<file path="config.mk">
export PLATFORM = sky130hd
export DESIGN_NAME = ysyx_24080014_ifu
export DESIGN_NICKNAME = d
export VERILOG_FILES = /design/src/rtl/ysyx_24080014_pkg.sv /design/src/rtl/ysyx_24080014_ifu_perf.sv /design/src/rtl/ysyx_24080014_ifu.sv
export SDC_FILE = /design/constraint.sdc
export NUM_CORES = 1
export LEC_CHECK = 0
export ABC_CLOCK_PERIOD_IN_PS = 2900
export BUFFER_PORTS_ARGS = -buffer_cell sky130_fd_sc_hd__buf_4
export CORE_MARGIN = 1
export CORE_UTILIZATION = 47
export CTS_CLUSTER_DIAMETER = 80
export DETAILED_ROUTE_END_ITERATION = 10
export GPL_TIMING_DRIVEN = 0
export PLACE_DENSITY_LB_ADDON = 0.15
export SLEW_MARGIN = 20
export SYNTH_ARGS = -nofsm -noshare
export SYNTH_HDL_FRONTEND = slang
export SYNTH_SLANG_ARGS = --single-unit
</file>
<file path="constraint.sdc">
create_clock -name aclk -period 2.9 [get_ports aclk]
set_input_delay 0.145 -clock aclk [delete_from_list [all_inputs] [get_ports aclk]]
set_output_delay 0.145 -clock aclk [all_outputs]
set_load 0.03 [all_outputs]
</file>
<file path="src/rtl/ysyx_24080014_pkg.sv">
// Shared definitions for the ysyx_24080014 instruction fetch unit.
package ysyx_24080014_pkg;

    localparam int unsigned XLEN = 32;
    localparam logic [XLEN-1:0] RESET_PC_DEFAULT = 32'h8000_0000;

    typedef enum logic [1:0] {
        StAr       = 2'd0,
        StR        = 2'd1,
        StIssue    = 2'd2,
        StWaitNext = 2'd3
    } ifu_state_e;

endpackage

</file>
<file path="src/rtl/ysyx_24080014_ifu_perf.sv">
// Fetch performance counters: completed R-channel handshakes and cycles spent in AR or R.
// Only instantiated when YSYX_24080014_IFU_PERF_EN is defined.
module ysyx_24080014_ifu_perf
    import ysyx_24080014_pkg::*;
(
    input  logic            aclk,
    input  logic            aresetn,
    input  logic            fetch_fire,
    input  logic            stall,
    output logic [XLEN-1:0] perf_fetch_cnt,
    output logic [XLEN-1:0] perf_stall_cnt
);

    logic [XLEN-1:0] fetch_cnt_q;
    logic [XLEN-1:0] stall_cnt_q;

    always_ff @(posedge aclk or negedge aresetn) begin
        if (!aresetn) begin
            fetch_cnt_q <= '0;
            stall_cnt_q <= '0;
        end else begin
            if (fetch_fire) fetch_cnt_q <= fetch_cnt_q + 1'b1;
            if (stall)      stall_cnt_q <= stall_cnt_q + 1'b1;
        end
    end

    assign perf_fetch_cnt = fetch_cnt_q;
    assign perf_stall_cnt = stall_cnt_q;

endmodule

</file>
<file path="src/rtl/ysyx_24080014_ifu.sv">
// Instruction fetch unit: AXI4-Lite read master, one instruction in flight.
// Define YSYX_24080014_IFU_PERF_EN to add the perf_fetch_cnt/perf_stall_cnt outputs.
module ysyx_24080014_ifu
    import ysyx_24080014_pkg::*;
#(
    parameter logic [XLEN-1:0] RESET_PC = RESET_PC_DEFAULT
) (
    input  logic            aclk,
    input  logic            aresetn,
    output logic            arvalid,
    input  logic            arready,
    output logic [XLEN-1:0] araddr,
    input  logic            rvalid,
    output logic            rready,
    input  logic [XLEN-1:0] rdata,
    output logic            out_valid,
    input  logic            out_ready,
    output logic [XLEN-1:0] out_inst,
    output logic [XLEN-1:0] out_pc,
    input  logic            next_valid,
    output logic            next_ready,
    input  logic [XLEN-1:0] next_pc
`ifdef YSYX_24080014_IFU_PERF_EN
    ,
    output logic [XLEN-1:0] perf_fetch_cnt,
    output logic [XLEN-1:0] perf_stall_cnt
`endif
);

    localparam logic [XLEN-1:0] AlignMask = {{(XLEN-2){1'b1}}, 2'b00};

    ifu_state_e      state_q;
    logic [XLEN-1:0] pc_q;
    logic [XLEN-1:0] inst_q;
    logic            arvalid_q;
    logic            rready_q;
    logic            out_valid_q;
    logic            next_ready_q;

    // Handshake flags are registered alongside the state so every output comes straight
    // from a flop; arvalid stays low while in reset and rises on the first edge after.
    always_ff @(posedge aclk or negedge aresetn) begin
        if (!aresetn) begin
            state_q      <= StAr;
            pc_q         <= RESET_PC & AlignMask;
            inst_q       <= '0;
            arvalid_q    <= 1'b0;
            rready_q     <= 1'b0;
            out_valid_q  <= 1'b0;
            next_ready_q <= 1'b0;
        end else begin
            case (state_q)
                StAr: begin
                    if (arvalid_q && arready) begin
                        state_q   <= StR;
                        arvalid_q <= 1'b0;
                        rready_q  <= 1'b1;
                    end else begin
                        arvalid_q <= 1'b1;
                    end
                end
                StR: begin
                    if (rready_q && rvalid) begin
                        state_q     <= StIssue;
                        inst_q      <= rdata;
                        rready_q    <= 1'b0;
                        out_valid_q <= 1'b1;
                    end
                end
                StIssue: begin
                    if (out_valid_q && out_ready) begin
                        state_q      <= StWaitNext;
                        out_valid_q  <= 1'b0;
                        next_ready_q <= 1'b1;
                    end
                end
                StWaitNext: begin
                    if (next_ready_q && next_valid) begin
                        state_q      <= StAr;
                        pc_q         <= next_pc & AlignMask;
                        next_ready_q <= 1'b0;
                        arvalid_q    <= 1'b1;
                    end
                end
                default: begin
                    state_q      <= StAr;
                    arvalid_q    <= 1'b0;
                    rready_q     <= 1'b0;
                    out_valid_q  <= 1'b0;
                    next_ready_q <= 1'b0;
                end
            endcase
        end
    end

    assign arvalid    = arvalid_q;
    assign araddr     = pc_q & AlignMask;
    assign rready     = rready_q;
    assign out_valid  = out_valid_q;
    assign out_inst   = inst_q;
    assign out_pc     = pc_q;
    assign next_ready = next_ready_q;

`ifdef YSYX_24080014_IFU_PERF_EN
    logic fetch_fire;
    logic stall;

    assign fetch_fire = rready_q && rvalid;
    assign stall      = (state_q == StAr) || (state_q == StR);

    ysyx_24080014_ifu_perf u_perf (
        .aclk           (aclk),
        .aresetn        (aresetn),
        .fetch_fire     (fetch_fire),
        .stall          (stall),
        .perf_fetch_cnt (perf_fetch_cnt),
        .perf_stall_cnt (perf_stall_cnt)
    );
`endif

endmodule
</file>
# After elaboration in Yosys (flattened, before gate mapping)
# Index checks and enable logic that the tools add are counted.
# word_totals
word_cells	47
reg_bits	68
output_inout_bits	100
input_bits	70
# op_classes
n_eq_ne	7
reduce_logical	16
n_mux	17
# op_table
operator	n
$reduce_and 3->1	3
$mux 1	8
$mux 2	4
$ne 2x2->1 const B	4
$pmux 1 s2	4
$pmux 2 s4	1
$reduce_bool 2->1	4
$reduce_and 2->1	3
$eq 2x2->1 const B	2
$logic_and 1x1->1	4
$reduce_and 4->1	1
$eq 2x1->1 const B	1
$logic_not 2->1	1

# Logic depth before layout (Yosys ltp)
# depth
word_depth	3
mapped_depth	5
mapped_depth_nobuf	5

# Least setup slack after synthesis
# Ideal clock, no wire load.
# synth_path
kind	reg-to-reg
from	reg state_q[0]
to	reg state_q[1]
period_less_slack_ns	1.665
arrival_ns	1.538
setup_slack_ns	1.235
setup_time_ns	0.128
path_stages_with_launch	6
n_path_buf	0
cell_sequence	dfrtp_1 inv_1 ha_1 a21boi_1 nor4_4 mux2_1
# synth_between
elab_chain_len	3
# synth_lines
element	line_no	text
start: declaration	ysyx_24080014_ifu.sv:32	ifu_state_e state_q;
start signal: assignment	ysyx_24080014_ifu.sv:44	state_q <= StAr;
start signal: assignment	ysyx_24080014_ifu.sv:55	state_q <= StR;
start signal: assignment	ysyx_24080014_ifu.sv:64	state_q <= StIssue;
$eq 2x1->1 (tied with other cells)	ysyx_24080014_ifu.sv:52	case (state_q)
$ne 2x2->1 (no line)	--	
$reduce_and 4->1 (no line)	--	
# Several ways; a longest one is shown, not always the timed one.
# A chain may end at the register's enable or synchronous reset.

# Worst setup path after layout
# Ends and elaborated chain as after synthesis.

==> flow_metrics.tcl <==
set metrics [dict create \
    outcome "completed" \
    synthToLayoutAreaGrowth_pct 50.6 \
    drt-initial-drc-count 46 \
    cp.depth 5 \
    die_height_um 81.6 \
    post-route-worst-setup-slack_ps 1120 \
    tritoncts "built" \
    worstPathCellList "inv_1, ha_1, a21boi_1, nor4_4, mux2_1" \
    worst-slew-pin-transition_ps 843 \
    clock_tree.htree_level_count 3 \
    design_area_um2 4490 \
    route.detailed.wl_per_inst_um 14.3 \
    power_per_cell_area_nw_per_um2 385 \
    drt_drc_violations_left 0 \
    timing.hold.worst_path_depth 2 \
    finalMaxSlewViolations 0 \
    initial_antenna_violation_count 0 \
    post_synth_inst_count 207 \
    final_layout_size_suffix_gt1_share_pct 63.8 \
    cpMaxStageDelayCell "sky130_fd_sc_hd__dfrtp_1" \
    clock-sinks 68 \
    timing.critical_path.max_delay_family "flip-flops" \
    grt_setup_unrepaired "no" \
    die_w_um 81.6 \
    path_class "reg -> reg" \
    vias_per_cell 4.71 \
    totalWireLength_mm 6.64 \
    die_area_um2 6660 \
    worst-endpoint-arrival_ps 1990 \
    worst_setup_hold_path_clk_slew_ps 70 \
    fin_skew_ps 9.29 \
    first_pass_grt_wire_length_mm 10.0 \
    num_io_pins 170 \
    ant_nets 0 \
    mappedNetlistArea_um2 2980 \
    slew-limit-headroom_pct 43.8 \
    number_of_buffers_and_inverters_on_the_critical_path 1 \
    hold_violations 0 \
    routed-via-count 2187 \
    setup_viol_count_final 0 \
    clk_latency_ps 320 \
    syn-mean-instance-area_um2 14.4 \
    synth.yosys.seq_area_share_pct 57.2 \
    clk_path_buf_depth 2 \
    num_antenna_cells 0 \
    finish.net_count 462 \
    first_pass_iters 4 \
    synth-seq-cells 68 \
    layout.filler_cells 445 \
    slowest_delay_ps 430 \
    port-buffer-count 163 \
    fin_tns_setup_ps 0 \
    yosys_warnings 0 \
    floorplan.rows 28 \
    grt-ovfl-total 0 \
    placed_cell_area_um2 4310 \
    globalRouteTotalUtil_pct 20.4 \
    initial_core_util_pct 49.4 \
    synth.lib_cells_used.distinct 23 \
    gp_congestion 0.814 \
    power.ir.vdd_worst_v 0.000259 \
    tritoncts.num_buffers 9 \
    cts.root.buffer_cell "sky130_fd_sc_hd__clkbuf_8" \
    timing.max_cap.violations 0 \
    power.leakage_uw 0.00262 \
    post-route-period-util_pct 61.5 \
    grt_pass1_vias 2120 \
    crit_path_end_kind "register" \
    hold_path_class "in -> reg" \
    worst_setup_slack_before_clock_tree_synthesis_ps 1110 \
    fp.coreArea_um2 6030 \
    detailed_placement_hpwl_mm 5.13 \
    worst_setup_path_start_kind "register" \
    period_minus_slack_ps 1780 \
    grt_max_degree 69 \
    worst-r2r-cell-count 5 \
    critPathMaxFanout 5 \
    timing.critical_path.required_ps 3110 \
    achievable-frequency_mhz 561 \
]
[placed cells by master, fill, tap and decap left out, types with 2 or more instances in the layout]
cell type / Yosys / final
sky130_fd_sc_hd__conb_1: 1 / 4
sky130_fd_sc_hd__a21boi_1: 4 / 4
sky130_fd_sc_hd__inv_1: 4 / 4
sky130_fd_sc_hd__a21oi_1: 3 / 3
sky130_fd_sc_hd__mux2_1: 34 / 34
sky130_fd_sc_hd__o21ai_0: 3 / 3
sky130_fd_sc_hd__nand2_1: 2 / 2
sky130_fd_sc_hd__clkinv_2: 0 / 2
sky130_fd_sc_hd__clkbuf_8: 0 / 11
sky130_fd_sc_hd__mux2_2: 29 / 29
sky130_fd_sc_hd__nand3_1: 2 / 2
sky130_fd_sc_hd__dfrtp_1: 67 / 67
sky130_fd_sc_hd__ha_1: 7 / 7
sky130_fd_sc_hd__buf_2: 6 / 6
sky130_fd_sc_hd__clkbuf_1: 0 / 2
sky130_fd_sc_hd__mux2i_1: 2 / 2
sky130_fd_sc_hd__buf_4: 34 / 197
[Yosys cell counts, drive strengths merged]
master	number	share of area [%]
nor2	1	0.13
dfrtp	67	56
ha	7	2.9
a22o	1	0.29
a41oi	1	0.29
mux2	63	24
a21oi	3	0.50
conb	1	0.13
and4	1	0.29
a21boi	4	1.0
nand2	2	0.25
buf	40	9.6
a31oi	1	0.21
mux2i	2	0.67
nor4	1	0.71
inv	4	0.50
o21ai	3	0.50
a21bo	1	0.34
dfstp	1	0.88
o2bb2ai	1	0.29
nand3	2	0.34
[per-stage QoR]
stage | instances | util, % | hold WS (ps) | power, uW
finish | 464 | 74.4 | 27.0 | 1730
global route | 464 | 74.4 | 8.41 | 1800
CTS | 464 | 74.4 | 13.3 | 1750
detailed placement | 448 | 71.5 | 312 | 1070
global placement | 448 | 71.5 | 310 | 1060
floorplan | 210 | - | -151 | 979
[registers in the layout, summed over array words and instances, names as in the netlist]
register	cells
arvalid	1
out_pc	30
rready	1
next_ready	1
state_q	2
out_valid	1
out_inst	32
[worst paths after layout]
| kind | startpoint | endpoint | slack [ps] |
|---|---|---|---|
| min in group asynchronous | aresetn | out_pc[8]$_DFFE_PN0P_ | 460 |
| worst max-delay path | state_q[0]$_DFFE_PN0P_ | state_q[1]$_DFFE_PN0P_ | 1120 |
| worst min-delay path | rdata[16] | out_inst[16]$_DFFE_PN0P_ | 30 |
| worst max register to register | state_q[0]$_DFFE_PN0P_ | state_q[1]$_DFFE_PN0P_ | 1120 |
| worst min register to register | out_inst[20]$_DFFE_PN0P_ | out_inst[20]$_DFFE_PN0P_ | 490 |
| max in group asynchronous | aresetn | rready$_DFFE_PN0P_ | 1870 |
[routing by layer]
| layer | global-route usage [%] | part of all wire [%] | vias up |
|---|---|---|---|
| met3 | 8.33 | 10 | 6 |
| met2 | 36.3 | 54 | 101 |
| met4 | 6.49 | 0.57 | 0 |
| met5 | 0 | 0 | - |
| li1 | - | - | 1035 |
| met1 | 21.9 | 36 | 1045 |
[logic make-up after synthesis]
| kind of cell | count (synthesis) | share of synthesized area (%) |
|---|---|---|
| AOI/OAI and AO/OA | 15 | 3.45 |
| adders and majority gates | 7 | 2.94 |
| buffers and inverters | 44 | 10.1 |
| DFF | 68 | 57.2 |
| muxes | 65 | 24.5 |
| other | 1 | 0.126 |
| and+or+nand+nor | 7 | 1.72 |
[layout make-up]
class | count | area (um^2) | area share [%]
Clock inverter | 2 | 10.0 | 0.223
Buffer | 40 | 285 | 6.36
Clock buffer | 13 | 159 | 3.54
Sequential cell | 68 | 1700 | 38.0
Inverter | 4 | 15.0 | 0.335
Multi-Input combinational cell | 98 | 986 | 22.0
Tap cell | 75 | 93.8 | 2.09
Timing Repair Buffer | 164 | 1230 | 27.5
[power breakdown]
group | switching, uW | internal [uW] | leakage [uW] | total [uW]
sequential | 0 | 948 | 0.000936 | 948
clock | 328 | 351 | 0.0000893 | 679
combinational | 37.4 | 61.5 | 0.00160 | 98.9
total | 365 | 1360 | 0.00262 | 1730
[repair_timing]
action	in CTS	in global routing
hold buffers	1	0
buffers inserted	0	0
endpoints found under the hold margin	67	0
resized for setup	0	0
[worst register-to-register path: stages, from the launching register on]
cell and delay (ps):
sky130_fd_sc_hd__dfrtp_1 430, sky130_fd_sc_hd__inv_1 120, sky130_fd_sc_hd__ha_1 260, sky130_fd_sc_hd__a21boi_1 170, sky130_fd_sc_hd__nor4_4 340, sky130_fd_sc_hd__mux2_1 350
Power figures use the tool's default switching activity.
